<file path="src/rtl/mips_pkg.sv">
// Shared encodings for the multi-cycle MIPS-I core: opcodes, functs, FSM states,
// ALU control codes, error codes and the single shared ALU.
package mips_pkg;

   localparam logic [5:0] OP_RTYPE = 6'h00;
   localparam logic [5:0] OP_J     = 6'h02;
   localparam logic [5:0] OP_BEQ   = 6'h04;
   localparam logic [5:0] OP_ADDI  = 6'h08;
   localparam logic [5:0] OP_LW    = 6'h23;
   localparam logic [5:0] OP_SW    = 6'h2B;

   localparam logic [5:0] FN_ADD = 6'h20;
   localparam logic [5:0] FN_SUB = 6'h22;
   localparam logic [5:0] FN_AND = 6'h24;
   localparam logic [5:0] FN_OR  = 6'h25;
   localparam logic [5:0] FN_SLT = 6'h2A;

   localparam logic [1:0] ERR_NONE     = 2'b00;
   localparam logic [1:0] ERR_ILLEGAL  = 2'b01;
   localparam logic [1:0] ERR_MISALIGN = 2'b10;

   typedef enum logic [3:0] {
      FETCH    = 4'd0,
      DECODE   = 4'd1,
      MEM_ADDR = 4'd2,
      MEM_RD   = 4'd3,
      MEM_WB   = 4'd4,
      MEM_WR   = 4'd5,
      EXEC_R   = 4'd6,
      EXEC_I   = 4'd7,
      ALU_WB   = 4'd8,
      BRANCH   = 4'd9,
      JUMP     = 4'd10,
      HALT     = 4'd15
   } state_t;

   typedef enum logic [3:0] {
      ALU_AND = 4'b0000,
      ALU_OR  = 4'b0001,
      ALU_ADD = 4'b0010,
      ALU_SUB = 4'b0110,
      ALU_SLT = 4'b0111
   } alu_ctrl_t;

   function automatic logic funct_ok(input logic [5:0] f);
      return f inside {FN_ADD, FN_SUB, FN_AND, FN_OR, FN_SLT};
   endfunction

   function automatic alu_ctrl_t funct_to_alu(input logic [5:0] f);
      case (f)
         FN_SUB:  return ALU_SUB;
         FN_AND:  return ALU_AND;
         FN_OR:   return ALU_OR;
         FN_SLT:  return ALU_SLT;
         default: return ALU_ADD;
      endcase
   endfunction

   function automatic logic [31:0] alu(input alu_ctrl_t c, input logic [31:0] a, input logic [31:0] b);
      case (c)
         ALU_AND: return a & b;
         ALU_OR:  return a | b;
         ALU_SUB: return a - b;
         ALU_SLT: return {31'b0, ($signed(a) < $signed(b))};
         default: return a + b;
      endcase
   endfunction

endpackage

</file>
<file path="src/rtl/mips_mc_regfile.sv">
// 32x32 register file: two combinational read ports plus a debug read port,
// one synchronous write port, asynchronous clear. Register 0 is hard zero.
module mips_mc_regfile (
   input  logic        clk,
   input  logic        reset,
   input  logic [4:0]  ra1,
   input  logic [4:0]  ra2,
   input  logic [4:0]  dbg_sel,
   input  logic        we,
   input  logic [4:0]  wa,
   input  logic [31:0] wd,
   output logic [31:0] rd1,
   output logic [31:0] rd2,
   output logic [31:0] dbg_rd
);

   logic [31:0] regs [0:31];

   always_ff @(posedge clk or posedge reset) begin
      if (reset) begin
         for (int i = 0; i < 32; i++) regs[i] <= '0;
      end else if (we && wa != 5'd0) begin
         regs[wa] <= wd;
      end
   end

   assign rd1    = (ra1 == 5'd0)     ? '0 : regs[ra1];
   assign rd2    = (ra2 == 5'd0)     ? '0 : regs[ra2];
   assign dbg_rd = (dbg_sel == 5'd0) ? '0 : regs[dbg_sel];

endmodule

</file>
<file path="src/rtl/mips_multi_cycle.sv">
// Multi-cycle MIPS-I subset core: one shared ALU, one unified req/ready memory
// port, sticky halt on illegal instruction or misaligned data address.
module mips_multi_cycle
   import mips_pkg::*;
#(
   parameter logic [31:0] RESET_PC        = 32'h0000_0000,
   parameter bit          DBG_EN          = 1'b1,
   parameter bit          HALT_ON_ILLEGAL = 1'b1
) (
   input  logic        clk,
   input  logic        reset,
   output logic        mem_req,
   output logic        mem_we,
   output logic [31:0] mem_addr,
   output logic [31:0] mem_wdata,
   input  logic        mem_ready,
   input  logic [31:0] mem_rdata,
   input  logic [4:0]  dbg_sel,
   output logic [31:0] dbg_rdata,
   output logic [31:0] pc,
   output logic [31:0] instr,
   output logic [3:0]  state,
   output logic        retired,
   output logic        halted,
   output logic [1:0]  err_code
);

   state_t      st;
   logic [31:0] pc_r, ir, a, b, alu_out, mdr;
   logic [1:0]  err;

   logic [5:0]  op, funct;
   logic [4:0]  rs, rt, rd;
   logic [31:0] simm;
   logic        illegal;

   assign op    = ir[31:26];
   assign rs    = ir[25:21];
   assign rt    = ir[20:16];
   assign rd    = ir[15:11];
   assign funct = ir[5:0];
   assign simm  = {{16{ir[15]}}, ir[15:0]};

   assign illegal = (op == OP_RTYPE) ? !funct_ok(funct)
                                     : !(op inside {OP_J, OP_BEQ, OP_ADDI, OP_LW, OP_SW});

   // Single ALU, operands steered by state: pc+4, branch target, effective address, R-op.
   alu_ctrl_t   alu_c;
   logic [31:0] alu_a, alu_b, alu_y;

   always_comb begin
      alu_a = pc_r;
      alu_b = 32'd4;
      alu_c = ALU_ADD;
      case (st)
         DECODE:           alu_b = simm << 2;
         MEM_ADDR, EXEC_I: begin alu_a = a; alu_b = simm; end
         EXEC_R:           begin alu_a = a; alu_b = b; alu_c = funct_to_alu(funct); end
         default: ;
      endcase
   end

   assign alu_y = alu(alu_c, alu_a, alu_b);

   logic        rf_we;
   logic [4:0]  rf_wa;
   logic [31:0] rf_wd, rf_rd1, rf_rd2, rf_dbg;

   assign rf_we = (st == MEM_WB) || (st == ALU_WB);
   assign rf_wa = (st == MEM_WB || op != OP_RTYPE) ? rt : rd;
   assign rf_wd = (st == MEM_WB) ? mdr : alu_out;

   mips_mc_regfile u_rf (
      .clk     (clk),
      .reset   (reset),
      .ra1     (rs),
      .ra2     (rt),
      .dbg_sel (dbg_sel),
      .we      (rf_we),
      .wa      (rf_wa),
      .wd      (rf_wd),
      .rd1     (rf_rd1),
      .rd2     (rf_rd2),
      .dbg_rd  (rf_dbg)
   );

   always_ff @(posedge clk or posedge reset) begin
      if (reset) begin
         st      <= FETCH;
         pc_r    <= RESET_PC;
         ir      <= '0;
         a       <= '0;
         b       <= '0;
         alu_out <= '0;
         mdr     <= '0;
         err     <= ERR_NONE;
      end else begin
         case (st)
            FETCH: if (mem_ready) begin
               ir   <= mem_rdata;
               pc_r <= alu_y;
               st   <= DECODE;
            end
            DECODE: begin
               a       <= rf_rd1;
               b       <= rf_rd2;
               alu_out <= alu_y;
               if (illegal) begin
                  st <= HALT_ON_ILLEGAL ? HALT : FETCH;
                  if (HALT_ON_ILLEGAL) err <= ERR_ILLEGAL;
               end else begin
                  case (op)
                     OP_LW, OP_SW: st <= MEM_ADDR;
                     OP_RTYPE:     st <= EXEC_R;
                     OP_ADDI:      st <= EXEC_I;
                     OP_BEQ:       st <= BRANCH;
                     OP_J:         st <= JUMP;
                     default:      st <= HALT;
                  endcase
               end
            end
            MEM_ADDR: begin
               alu_out <= alu_y;
               if (alu_y[1:0] != 2'b00) begin
                  st  <= HALT;
                  err <= ERR_MISALIGN;
               end else begin
                  st <= (op == OP_LW) ? MEM_RD : MEM_WR;
               end
            end
            MEM_RD: if (mem_ready) begin
               mdr <= mem_rdata;
               st  <= MEM_WB;
            end
            MEM_WR: if (mem_ready) st <= FETCH;
            EXEC_R, EXEC_I: begin
               alu_out <= alu_y;
               st      <= ALU_WB;
            end
            BRANCH: begin
               if (a == b) pc_r <= alu_out;
               st <= FETCH;
            end
            JUMP: begin
               pc_r <= {pc_r[31:28], ir[25:0], 2'b00};
               st   <= FETCH;
            end
            MEM_WB, ALU_WB: st <= FETCH;
            default: st <= HALT;
         endcase
      end
   end

   // mem_req gated by reset so an in-flight request drops in the reset cycle itself.
   assign mem_req   = !reset && (st == FETCH || st == MEM_RD || st == MEM_WR);
   assign mem_we    = (st == MEM_WR);
   assign mem_addr  = (st == FETCH) ? pc_r : alu_out;
   assign mem_wdata = b;

   assign retired = (st == MEM_WB) || (st == ALU_WB) || (st == BRANCH) || (st == JUMP) ||
                    (st == MEM_WR && mem_ready) ||
                    (st == DECODE && illegal && !HALT_ON_ILLEGAL);

   assign dbg_rdata = DBG_EN ? rf_dbg : '0;
   assign pc        = pc_r;
   assign instr     = ir;
   assign state     = st;
   assign halted    = (st == HALT);
   assign err_code  = err;

endmodule

</file>
<file path="config.mk">
export PLATFORM = sky130hd
export DESIGN_NAME = mips_multi_cycle
export DESIGN_NICKNAME = d
export VERILOG_FILES = /design/src/rtl/mips_pkg.sv /design/src/rtl/mips_mc_regfile.sv /design/src/rtl/mips_multi_cycle.sv
export SDC_FILE = /design/constraint.sdc
export NUM_CORES = 2
export LEC_CHECK = 0
export ABC_AREA = 0
export ABC_CLOCK_PERIOD_IN_PS = 45100
export CAP_MARGIN = 0
export CORE_ASPECT_RATIO = 0.75
export CORE_MARGIN = 2
export CORE_UTILIZATION = 65
export CTS_BUF_LIST = sky130_fd_sc_hd__clkbuf_16
export DETAILED_ROUTE_END_ITERATION = 16
export DONT_BUFFER_PORTS = 1
export PLACE_DENSITY = 0.81
export SYNTH_ARGS = -nofsm -noshare
export SYNTH_HDL_FRONTEND = slang
export SYNTH_SLANG_ARGS = --single-unit
</file>
<file path="constraint.sdc">
create_clock -name clk -period 45.1 [get_ports clk]
set_input_delay 6.765 -clock clk [delete_from_list [all_inputs] [get_ports clk]]
set_output_delay 6.765 -clock clk [all_outputs]
set_load 0.01 [all_outputs]
</file>
; ---- Yosys cells after proc, flatten, opt, wreduce, memory -nomap -nowiden
; Cells that the tools add are included.
[totals]
register_bits = 1222
output_inout_bits = 170
word_cells = 165
inputBits = 40
[op_classes]
bitwise_logic = 7
magnitude_cmp = 6
eq_ne = 31
reduce_logical = 40
muxes = 38
addsub = 2
[op_table]
columns = cell, count
row1 = $bwmux W1024, 1
row2 = $bmux W32 S5, 3
row3 = $mux W32, 15
row4 = $pmux W32 S3, 2
row5 = $demux W32 S5, 1
row6 = $pmux W32 S4, 1
row7 = $eq A6 B6 Y1 const B, 7
row8 = $add A32 B32 Y32, 1
row9 = $and A32 B32 Y32, 1
row10 = $eq A32 B32 Y1, 1
row11 = $lt A32 B32 Y1, 1
row12 = $or A32 B32 Y32, 1
row13 = $sub A32 B32 Y32, 1
row14 = $pmux W4 S7, 1
row15 = $eq A4 B3 Y1 const B, 6
row16 = $ge A6 B6 Y1 const B, 4
row17 = $not A5 Y6, 4
row18 = $mux W4, 5
row19 = $pmux W4 S5, 1
row20 = $eq A4 B4 Y1 const B, 4
row21 = $logic_not A5 Y1, 3
row22 = $reduce_bool A5 Y1, 3
row23 = $pmux W3 S4, 1
row24 = $ne A2 B2 Y1 const B, 5
row25 = other kinds (27), 51

; ---- Depth between registers and ports, before layout
[depth]
word_depth = 9
mapped_depth = 19
ltp_nobuf = 16

; ---- Modules after synthesis
; A second synthesis with hierarchy kept.
[unflattened]
cells_unflattened = 6045
area_unflattened_um2 = 77672.0
[modules_own_cells]
columns = mod, cells_per_inst, area_per_inst_um2, seq_area_each_um2, n_inst
row1 = mips_mc_regfile, 4395, 62930.4, 25624.6, 1
row2 = mips_multi_cycle, 1650, 14741.6, 4954.8, 1

; ---- Worst setup path after synthesis
; Ideal clock, no wire load.
[synth_path]
path_kind = input to output
startpoint = in dbg_sel[0]
endpoint = out dbg_rdata[26]
t_arrival_ns = 9.235
path_slack_ns = 29.100
required_ns = 38.335
path_buffers = 3
path_stages = 7
path_cell_list = clkbuf_1 -> clkbuf_1 -> buf_1 -> mux4_2 -> mux4_2 -> mux2i_1 -> nor2_1
[synth_between]
elab_chain_len = 5
word_cells_on_any_way = 6
cone_classes = mux: 4 / bitwise: 1 / reduce/logical: 1
[synth_lines]
columns = item, line
row1 = "start, declared", mips_multi_cycle.sv:18  ; input logic [4:0] dbg_sel,
row2 = $not A5 Y6 (not written as such), mips_mc_regfile.sv:29  ; assign dbg_rd = (dbg_sel == 5'd0) ? '0 : regs[dbg_sel];
row3 = $bmux W32 S5, mips_mc_regfile.sv:29
row4 = $mux W32 (not written as such) (2 in a row), mips_mc_regfile.sv:29
row5 = $mux W32 (*), mips_mc_regfile.sv:29
row6 = "end, declared", mips_multi_cycle.sv:19  ; output logic [31:0] dbg_rdata,
; Mark *: on every way between the ends. The rest lies on a longest branch, timed or not. The select of a mux whose other input is x is not followed.

; ---- Worst setup path in the final report
[layout_path]
startpoint = in dbg_sel[0]
endpoint = out dbg_rdata[13]
; Same word-level chain as after synthesis.

==> impl_results.md <==
* Final Hold Vio Count at 0
* Max-slew violation count at 10
* Slew margin rel. at -0.00373
* Cells along the critical path: mux4_2, mux4_2, mux2i_1, nor2_1
* First-pass GRT wire length at between 300,000 and 400,000 um
* Latest clock arrival within the worst-skew pair at just under 800 ps
* Setup bufs post-CTS at 0
* Global placement routability congestion at about 1.0
* Critical Path Most Common Cell: mux4_2
* Core Region at between 100,000 and 150,000 um^2
* Clock Sinks at 1,222
* Post-Syn Area per Cell at 11.3 um^2
* Synth Warn # at 0
* Die Area at ~120,000 um^2
* Reg2Reg Setup Slack at slightly below 40,000 ps
* Die Y at roughly 300 um
* Slowest stage cell, crit path: mux2i_1
* Worst Setup End Kind: primary output
* RSZ-0062 raised after global routing: false
* Power, Total at between 5 and 6 mW
* Routed WL per cell at approximately 34 um
* Detailed Place HPWL at around 150,000 um
* Ys async rst share at 1.00
* Data required time of the worst path at around 38,000 ps
* Hold crit path type: reg -> reg
* CTS max path bufs at 3
* Setup crit start kind: input pin
* Initial Util at 0.658
* CTS tree: yes
* Top FF cell, synth: dfrtp_1
* Initial antenna violation count at 4
* Crit share post-route at 0.357
* Crit path max fanout at about 260
* Post-synthesis cell area at ~75,000 um^2
* # Max-Cap Violations at 1
* # nets final at 6,361
* Port bufs at 0
* Worst Max-Slew Pin Slew at about 1500 ps
* Drt initial violations at approximately 11,000
* Die X at 396 um
* Pin count of the biggest net entering global routing at between 200 and 300
* Setup TNS at 0 ps
* Global route total overflow at 0
* Yosys cell types at 84
* Io pins at 210
* Post-synth EDFFs at 0
* Static Leak at 32.9 nW
* Layout cell share with drive strength beyond 1 at 0.227
* Reg-to-reg startpoint: state[2]
* Vias at roughly 62,000
* Tot GR Track Use at 0.460
* Failing checks: max-capacitance violations, max-slew violations
* Worst vdd ir at 0.0506 mV
* Seq/Total Area, Yosys at 0.408
* Worst Setup EP: dbg_rdata[13]
* R2r worst-path depth at 16
* Setup crit start: dbg_sel[0]
* DR vias/cell at 7.87
* Post_cts resized at 0
* Post-CTS Hold Buffers at 0
* Final Skew at between 20 and 30 ps
* # H-tree levels at 3
* Area growth syn-to-layout at 5.65%
* Tmin final at around 16,000 ps
* Power density cells at between 70 and 80 nW/um^2
* Type of the worst setup path: in -> out
* Final WL at 269,000 um
* Worst reg2reg endpoint: pc[30]
* Status: finished with violations
* Inserted Clock Buffers at ~120
* Setup violations, final at 0
* DR pass1 iterations at 9
* Syn_nets at 6,804
* CTS root buffer: clkbuf_16
* ANT nets after route at 0
* Yosys reg bits at 1,222
* Critical Path AT at between 9000 and 10,000 ps
* Fmax at 0.0621 GHz
* Synth Instances at ~6,700
* Clk slew on worst S/H paths at 60 ps
* Vias in the first global route at just over 60,000
* Max stage delay on crit path at ~830 ps
* Drt drc at 0
* Row cnt at ~110
[routing by layer]
metal  vias up  global-route usage  share of wire
met2      6170               0.622           0.41
met3      1376               0.215           0.18
met4         6               0.280          0.077
li1      23800                   -              -
met1     30400               0.605           0.33
met5         -                   0        0.00015
[Yosys cell counts (10+ instances only)]
cell | count | area (um^2)
a22oi_1 | 34 | 255
a31oi_1 | 19 | 119
nor2_1 | 683 | 2560
nand2_1 | 860 | 3230
and2_1 | 11 | 68.8
dfrtp_1 | 1222 | 30600
mux2_2 | 112 | 1260
a221oi_1 | 11 | 96.3
nor3_1 | 29 | 145
and3_1 | 10 | 62.6
a21oi_1 | 653 | 3270
o22ai_1 | 38 | 238
a222oi_1 | 12 | 120
o31ai_1 | 32 | 240
inv_1 | 102 | 383
buf_1 | 108 | 405
buf_2 | 138 | 691
mux2i_1 | 112 | 1120
o221ai_1 | 11 | 96.3
xnor2_1 | 35 | 307
clkbuf_1 | 415 | 1560
a211oi_1 | 17 | 128
nand3_1 | 23 | 115
a221o_1 | 13 | 130
nand2b_1 | 25 | 156
o21a_1 | 22 | 165
mux4_2 | 928 | 20900
o211ai_1 | 28 | 210
nor2b_1 | 41 | 257
o21ai_0 | 622 | 3110
nand4_1 | 16 | 100
a21o_1 | 23 | 173
ha_1 | 96 | 1200
[worst min path at each step]
stage	cells after the start	end	start
2_1_floorplan	1	u_rf.regs[1000]	u_rf.regs[1000]
3_3_place_gp	0	u_rf.regs[1008]	u_rf.regs[1008]
3_5_place_dp	0	u_rf.regs[1007]	u_rf.regs[1007]
4_1_cts	0	u_rf.regs[1007]	u_rf.regs[1007]
5_1_grt	0	u_rf.regs[1007]	u_rf.regs[1007]
6_report	0	u_rf.regs[1001]	u_rf.regs[1001]
[through the flow]
stage               setup WS (ps)  std cells  utilization  instance area (um^2)  hold WS (ps)
detailed placement          29550       7632        0.662                 75500           402
finish                      29000       7843        0.695                 79200           424
floorplan                    3900       6666            -                 75000           458
global route                29190       7841        0.695                 79200           431
CTS                         29560       7841        0.695                 79200           419
global placement            29580       7632        0.662                 75500           396
[layout by cell type, fill, tap and decap left out, drive strengths merged, types with 14 or more instances in the layout]
cell type	synthesis	routed
nor3	29	29
bufinv	0	14
ha	96	96
buf	263	118
clkinv	2	44
mux2	112	112
nor2	699	699
dfrtp	1222	1222
a211oi	17	17
mux2i	113	113
o22ai	38	38
a21oi	653	653
inv	102	133
nand4	16	16
o211ai	28	28
a31oi	19	19
mux4	928	928
nor2b	41	41
o21ai	628	628
nand2	861	861
a22oi	34	34
nand2b	26	26
xnor2	35	35
nand3	23	23
clkbuf	415	118
o31ai	32	32
a21o	23	23
o21a	22	22
[sequential cells by signal, indices dropped and copies added, names as in the netlist]
| register | cells |
|---|---|
| a | 32 |
| pc | 32 |
| mem_wdata | 32 |
| u_rf.regs | 1024 |
| state | 4 |
| instr | 32 |
| mdr | 32 |
| err_code | 2 |
| alu_out | 32 |
[area by class of cell]
| type | count | area [um^2] |
|---|---|---|
| multi-input combinational | 4662 | 41600 |
| tap | 1526 | 1910 |
| inverter | 104 | 398 |
| clock inverter | 91 | 812 |
| timing repair buffer | 118 | 961 |
| clock buffer | 118 | 2950 |
| fill | 7645 | 34800 |
| sequential | 1222 | 30600 |
| antenna | 2 | 5.00 |
[worst max-delay path: cells and delay by family]
| family | cells | cell delay, ps |
|---|---|---|
| muxes | 3 | 2040 |
| and+or+nand+nor | 1 | 200 |
[logic make-up after synthesis]
family	synth area share
mux	0.311
fa+ha+maj	0.0165
simple gates	0.0971
compound gates	0.121
xor+xnor	0.00444
buf+inv	0.0427
flops	0.408
[power breakdown]
part	internal (mW)	total [mW]	switching, mW
clock network	0.552	1.01	0.457
logic	1.13	2.74	1.61
registers	1.42	1.91	0.484
total	3.11	5.66	2.55
(Power assumes the default switching activity.)
